[src/rtl/myo_spi_slave_frame.sv]
// rtl/myo_spi_slave_frame.sv - SPI mode-0 slave with framed word RX/TX and per-frame status
// Optional feature macro: SPI_FRAME_CHECKSUM_EN (last word of a frame is a modulo-sum checksum)
module myo_spi_slave_frame #(
   parameter int WORD_BITS = 16,
   parameter int MAX_WORDS = 12,
   parameter int IDXW      = 4
) (
   input  logic                 clock,
   input  logic                 reset,
   input  logic                 sclk,
   input  logic                 ss_n,
   input  logic                 mosi,
   output logic                 miso,
   output logic                 miso_oe,
   input  logic [WORD_BITS-1:0] tx_data,
   output logic [IDXW-1:0]      tx_index,
   output logic [WORD_BITS-1:0] rx_data,
   output logic [IDXW-1:0]      rx_index,
   output logic                 rx_valid,
   output logic                 frame_done,
   output logic [IDXW-1:0]      frame_words,
   output logic                 frame_ok
);
   localparam int              BCW      = $clog2(WORD_BITS + 1);
   localparam logic [IDXW-1:0] MAX_IDX  = IDXW'(MAX_WORDS);
   localparam logic [BCW-1:0]  LAST_BIT = BCW'(WORD_BITS);

   typedef enum logic [1:0] {RESYNC, IDLE, ACTIVE, DONE} state_t;
   state_t state_q, state_d;

   // synchroniser stages reset to 0 so a low ss_n after reset is never mistaken for idle
   logic sclk_m_q, sclk_s_q, sclk_p_q;
   logic ss_m_q, ss_s_q, ss_p_q;
   logic mosi_m_q, mosi_s_q;

   logic [BCW-1:0]       bit_cnt_q, bit_cnt_d;
   logic [IDXW-1:0]      word_cnt_q, word_cnt_d;
   logic [IDXW-1:0]      tx_index_q, tx_index_d;
   logic [WORD_BITS-1:0] sh_rx_q, sh_rx_d;
   logic [WORD_BITS-1:0] sh_tx_q, sh_tx_d;
   logic                 ovf_q, ovf_d;
   logic                 miso_q, miso_d;
   logic                 miso_oe_q, miso_oe_d;
   logic [WORD_BITS-1:0] rx_data_q, rx_data_d;
   logic [IDXW-1:0]      rx_index_q, rx_index_d;
   logic                 rx_valid_q, rx_valid_d;
   logic                 frame_done_q, frame_done_d;
   logic [IDXW-1:0]      frame_words_q, frame_words_d;
   logic                 frame_ok_q, frame_ok_d;
`ifdef SPI_FRAME_CHECKSUM_EN
   logic [WORD_BITS-1:0] rx_sum_q, rx_sum_d;
   logic [WORD_BITS-1:0] rx_last_q, rx_last_d;
   logic [WORD_BITS-1:0] tx_cur_q, tx_cur_d;
   logic [WORD_BITS-1:0] tx_sum_q, tx_sum_d;
`endif

   logic sclk_rise, sclk_fall, ss_rise, ss_fall;
   logic [WORD_BITS-1:0] tx_word;
   logic frame_ok_calc;

   assign sclk_rise = sclk_s_q & ~sclk_p_q;
   assign sclk_fall = ~sclk_s_q & sclk_p_q;
   assign ss_rise   = ss_s_q & ~ss_p_q;
   assign ss_fall   = ~ss_s_q & ss_p_q;

   // words past MAX_WORDS are sent as zero
   assign tx_word = (tx_index_q == MAX_IDX) ? '0 : tx_data;

   // rx_sum excludes the most recent word, so a match means last word == sum of the ones before it
`ifdef SPI_FRAME_CHECKSUM_EN
   assign frame_ok_calc = (bit_cnt_q == '0) && !ovf_q && (word_cnt_q >= IDXW'(2)) &&
                          (rx_sum_q == rx_last_q);
`else
   assign frame_ok_calc = (bit_cnt_q == '0) && !ovf_q && (word_cnt_q != '0);
`endif

   // frame FSM and datapath next state; ss_n events win over sclk edges in the same cycle
   always_comb begin
      state_d       = state_q;
      bit_cnt_d     = bit_cnt_q;
      word_cnt_d    = word_cnt_q;
      tx_index_d    = tx_index_q;
      sh_rx_d       = sh_rx_q;
      sh_tx_d       = sh_tx_q;
      ovf_d         = ovf_q;
      miso_d        = miso_q;
      miso_oe_d     = miso_oe_q;
      rx_data_d     = rx_data_q;
      rx_index_d    = rx_index_q;
      rx_valid_d    = 1'b0;
      frame_done_d  = 1'b0;
      frame_words_d = frame_words_q;
      frame_ok_d    = frame_ok_q;
`ifdef SPI_FRAME_CHECKSUM_EN
      rx_sum_d      = rx_sum_q;
      rx_last_d     = rx_last_q;
      tx_cur_d      = tx_cur_q;
      tx_sum_d      = tx_sum_q;
`endif
      unique case (state_q)
         RESYNC: begin
            if (ss_s_q) state_d = IDLE;
         end
         IDLE: begin
            if (ss_fall) begin
               state_d    = ACTIVE;
               bit_cnt_d  = '0;
               word_cnt_d = '0;
               tx_index_d = '0;
               ovf_d      = 1'b0;
               sh_tx_d    = tx_data;
               miso_d     = tx_data[WORD_BITS-1];
               miso_oe_d  = 1'b1;
`ifdef SPI_FRAME_CHECKSUM_EN
               rx_sum_d   = '0;
               rx_last_d  = '0;
               tx_cur_d   = tx_data;
               tx_sum_d   = '0;
`endif
            end
         end
         ACTIVE: begin
            if (ss_rise) begin
               state_d       = DONE;
               frame_done_d  = 1'b1;
               frame_words_d = word_cnt_q;
               frame_ok_d    = frame_ok_calc;
               miso_oe_d     = 1'b0;
               miso_d        = 1'b0;
               tx_index_d    = '0;
            end else if (bit_cnt_q == LAST_BIT) begin
               bit_cnt_d = '0;
               if (word_cnt_q == MAX_IDX) begin
                  ovf_d = 1'b1;
               end else begin
                  rx_valid_d = 1'b1;
                  rx_data_d  = sh_rx_q;
                  rx_index_d = word_cnt_q;
                  word_cnt_d = word_cnt_q + 1'b1;
`ifdef SPI_FRAME_CHECKSUM_EN
                  rx_sum_d   = rx_sum_q + rx_last_q;
                  rx_last_d  = sh_rx_q;
                  tx_sum_d   = tx_sum_q + tx_cur_q;
`endif
               end
               if (tx_index_q != MAX_IDX) tx_index_d = tx_index_q + 1'b1;
            end else if (sclk_rise) begin
               sh_rx_d   = {sh_rx_q[WORD_BITS-2:0], mosi_s_q};
               bit_cnt_d = bit_cnt_q + 1'b1;
            end else if (sclk_fall) begin
               if (bit_cnt_q == '0) begin
                  sh_tx_d  = tx_word;
                  miso_d   = tx_word[WORD_BITS-1];
`ifdef SPI_FRAME_CHECKSUM_EN
                  tx_cur_d = tx_word;
`endif
               end else begin
                  sh_tx_d = sh_tx_q << 1;
                  miso_d  = sh_tx_q[WORD_BITS-2];
               end
            end
         end
         DONE: begin
            state_d = IDLE;
         end
         default: state_d = RESYNC;
      endcase
   end

   // state, synchroniser and output registers
   always_ff @(posedge clock or posedge reset) begin
      if (reset) begin
         state_q       <= RESYNC;
         sclk_m_q      <= 1'b0;
         sclk_s_q      <= 1'b0;
         sclk_p_q      <= 1'b0;
         ss_m_q        <= 1'b0;
         ss_s_q        <= 1'b0;
         ss_p_q        <= 1'b0;
         mosi_m_q      <= 1'b0;
         mosi_s_q      <= 1'b0;
         bit_cnt_q     <= '0;
         word_cnt_q    <= '0;
         tx_index_q    <= '0;
         sh_rx_q       <= '0;
         sh_tx_q       <= '0;
         ovf_q         <= 1'b0;
         miso_q        <= 1'b0;
         miso_oe_q     <= 1'b0;
         rx_data_q     <= '0;
         rx_index_q    <= '0;
         rx_valid_q    <= 1'b0;
         frame_done_q  <= 1'b0;
         frame_words_q <= '0;
         frame_ok_q    <= 1'b0;
`ifdef SPI_FRAME_CHECKSUM_EN
         rx_sum_q      <= '0;
         rx_last_q     <= '0;
         tx_cur_q      <= '0;
         tx_sum_q      <= '0;
`endif
      end else begin
         state_q       <= state_d;
         sclk_m_q      <= sclk;
         sclk_s_q      <= sclk_m_q;
         sclk_p_q      <= sclk_s_q;
         ss_m_q        <= ss_n;
         ss_s_q        <= ss_m_q;
         ss_p_q        <= ss_s_q;
         mosi_m_q      <= mosi;
         mosi_s_q      <= mosi_m_q;
         bit_cnt_q     <= bit_cnt_d;
         word_cnt_q    <= word_cnt_d;
         tx_index_q    <= tx_index_d;
         sh_rx_q       <= sh_rx_d;
         sh_tx_q       <= sh_tx_d;
         ovf_q         <= ovf_d;
         miso_q        <= miso_d;
         miso_oe_q     <= miso_oe_d;
         rx_data_q     <= rx_data_d;
         rx_index_q    <= rx_index_d;
         rx_valid_q    <= rx_valid_d;
         frame_done_q  <= frame_done_d;
         frame_words_q <= frame_words_d;
         frame_ok_q    <= frame_ok_d;
`ifdef SPI_FRAME_CHECKSUM_EN
         rx_sum_q      <= rx_sum_d;
         rx_last_q     <= rx_last_d;
         tx_cur_q      <= tx_cur_d;
         tx_sum_q      <= tx_sum_d;
`endif
      end
   end

   assign miso        = miso_q;
   assign miso_oe     = miso_oe_q;
   assign tx_index    = tx_index_q;
   assign rx_data     = rx_data_q;
   assign rx_index    = rx_index_q;
   assign rx_valid    = rx_valid_q;
   assign frame_done  = frame_done_q;
   assign frame_words = frame_words_q;
   assign frame_ok    = frame_ok_q;

endmodule
[config.mk]
export PLATFORM = sky130hd
export DESIGN_NAME = myo_spi_slave_frame
export DESIGN_NICKNAME = d
export VERILOG_FILES = /design/src/rtl/myo_spi_slave_frame.sv
export SDC_FILE = /design/constraint.sdc
export NUM_CORES = 1
export LEC_CHECK = 0
export BUFFER_PORTS_ARGS = -buffer_cell sky130_fd_sc_hd__buf_2
export CAP_MARGIN = 40
export CORE_MARGIN = 10
export CORE_UTILIZATION = 50
export CTS_CLUSTER_SIZE = 8
export DETAILED_ROUTE_END_ITERATION = 6
export MAX_ROUTING_LAYER = met4
export PLACE_DENSITY = 0.77
export REMOVE_ABC_BUFFERS = 1
export SYNTH_ARGS = -nofsm -noshare
export SYNTH_HDL_FRONTEND = slang
export SYNTH_SLANG_ARGS = --single-unit
export TNS_END_PERCENT = 10
[constraint.sdc]
create_clock -name clock -period 3.15 [get_ports clock]
set_input_delay 0.315 -clock clock [delete_from_list [all_inputs] [get_ports clock]]
set_output_delay 0.315 -clock clock [all_outputs]
set_load 0.01 [all_outputs]
==> results.cfg <==
[synthesis]
ys_ff_latch = 84
yosys-top-cells-count = dfrtp_1 (84), mux2_2 (54), o21ai_0 (30)
synth.distinct_cells = 43
syn_area_um2 = 3780
synth-edff-count = 0
synth_ff_type = dfrtp_1
yosys-top-cells-area = dfrtp_1 (56%), mux2_2 (16%), o21ai_0 (4.0%)
synth_top_area_share_pct = 55.6
avgSynthCellArea_um2 = 11.7
ys_warn_count = 0
ys_seq_area_share_pct = 55.6
synthArstFlopShare_pct = 100
synth.largest_area_cell = dfrtp_1
netlist_instances = 324
synth.most_common_cell = dfrtp_1

[power_and_ir_drop]
vdd_drop_max_uv = 283
p_sw_w = 0.000773
combPwrFrac_pct = 19.6
p_sw_share_pct = 27.9
seq_power_share_pct = 47.0
power.internal_w = 0.00199
clkPwrFrac_pct = 33.4
power_w = 0.00276
power_leakage_nw = 2.19
powerDensity_nw_per_um2 = 629

[cells_and_area]
post-route-util_pct = 60.3
nets = 407
diodes = 0
drive_above_1_share_pct = 34.6
final_cells = 481
syn_to_final_growth_pct = 16.2

[cts]
cts_tree = yes
holdBufCountCts = 0
cts_setup_buffers = 0
cts_root_buffer = clkbuf_8
htreeDepth = 3
cts_buffers = 9
path_clk_slew_ns = 0.09
clock_latency_ns = 0.36
clkSinkCount = 84
cts_resized = 0
clock_path_buffers = 2

[setup_path]
crit_path_end_kind = register
start_kind = register
path_depth = 6
path_delay_family = simple AND/OR/NAND/NOR gates
r2r_setup_slack_ns = 0.74
cp_max_fo = 17
crit_buf_inv = 1
cp.arrival_ns = 2.65
crit_chain = inv_1, ha_1, or4b_1, and2_4, a32o_1, mux2_2
reg2reg_depth = 6
critical_path.max_stage_delay_ns = 0.75
cp_slowest_cell = or4b_1
critPathRequiredTime_ns = 3.40
criticalPathCategory = register to register
crit_path_start = bit_cnt_q[1]$_DFFE_PP0P_
r2r-start = bit_cnt_q[1]$_DFFE_PP0P_

[run_status]
outcome = completed

[die]
fp.dieW_um = 107
dieArea_um2 = 11400
io_pins = 54
die-height_um = 107
core_area_um2 = 7290
floorplan.initialDensity_pct = 51.9
rows = 31

[run]
drv_cap = 0

[sta]
skew_ns = 0.0120
drv_slew = 0
tightest_slew_ns = 0.994
fin_setup_tns_ns = 0
rsz0062_at_grt = no
hold_viol_final = 0
hold_ws_ns = 0.0453
final.period_utilization_pct = 76.4
clock.fmax_mhz = 415
slew_headroom_pct = 33.7
fin_crit_ns = 2.41
setup_viol = 0

[route]
vias = 2586
wl_um = 7590
viasPerCell = 5.38
ant_nets = 0
drtIter0Drc = 131
wl_per_cell_um = 15.8
firstDrtPassIters = 4
drc_errors = 0

[global_routing]
grt.overflow.total = 0
grt_pass1_vias = 2674
grtUsageMet1_pct = 17.2
busiest_layer = met2
grt_usage_pct = 14.3
met2_usage_pct = 21.4
grt_max_degree = 45
antenna_found_initial = 0
grt_pass1_wl_um = 13000
grt_use_met3_pct = 4.55

[hold_path]
hold_path.class = input port to asynchronous set/reset pin

[place]
io_buffers = 53
dpl.cell_count = 465
place.gp.congestion = 0.883
dp_hpwl_um = 5290
## power by group through the flow
| stage | Combinational, W | Clock [W] | Sequential [W] |
|---|---|---|---|
| 5_1_grt | 0.000600 | 0.000988 | 0.00132 |
| 3_3_place_gp | 0.000509 | 0 | 0.00131 |
| 3_5_place_dp | 0.000539 | 0 | 0.00132 |
| 2_1_floorplan | 0.000403 | 0 | 0.00130 |
| 4_1_cts | 0.000541 | 0.000947 | 0.00130 |
| 6_report | 0.000541 | 0.000924 | 0.00130 |
## sequential cells by signal (all words and copies together), names as in the netlist
name	flops
miso_oe	1
sh_rx_q	16
sclk_m_q	1
tx_index	4
rx_index	4
bit_cnt_q	5
rx_valid	1
miso	1
rx_data	16
frame_ok	1
ss_m_q	1
ss_s_q	1
frame_done	1
sclk_p_q	1
ovf_q	1
word_cnt_q	4
ss_p_q	1
sh_tx_q	15
sclk_s_q	1
state_q	2
mosi_s_q	1
mosi_m_q	1
frame_words	4
## cells in the final DEF (no fill, tap or decap), drive strengths merged, types with 6 or more instances in the layout
master,n
dfrtp,84
buf,57
mux2,54
o21ai,30
nand2,28
nand3,22
inv,16
ha,9
clkbuf,9
a21oi,8
nor2b,6
nor2,6
## layer usage
metal,up-vias,part of all wire [%]
li1,1256,-
met2,61,45
met5,-,0
met3,13,6.1
met4,0,1.9
met1,1256,47
## cells by family after synthesis
logic type / after synthesis / synth area share [%]
flops: 84 / 55.6
fa+ha+maj: 9 / 2.98
compound gates: 55 / 8.76
buf+inv: 31 / 3.31
mux: 58 / 17.1
simple gates: 87 / 12.3
## layout make-up
cell class | count | area (um^2)
fill | 629 | 2890
timing repair buffer | 57 | 308
inverter | 16 | 61.3
tap | 99 | 124
clock inverter | 7 | 123
sequential | 84 | 2100
clock buffer | 9 | 124
multi-input combinational | 209 | 1560
## final timing paths
check,end
worst max-delay path,miso$_DFFE_PP0P_
worst max register to register,miso$_DFFE_PP0P_
max in group asynchronous,rx_index[0]$_DFFE_PP0P_
worst min register to register,sclk_s_q$_DFF_PP0_
min in group clock,mosi_m_q$_DFF_PP0_
worst min-delay path,bit_cnt_q[4]$_DFFE_PP0P_
## through the flow
stage	worst slack (ns)	cell area, um^2
floorplan	0.670	3720
global placement	0.847	4150
detailed placement	0.764	4150
CTS	0.751	4400
global route	0.587	4400
finish	0.743	4400
Power figures use the tool's default switching activity.
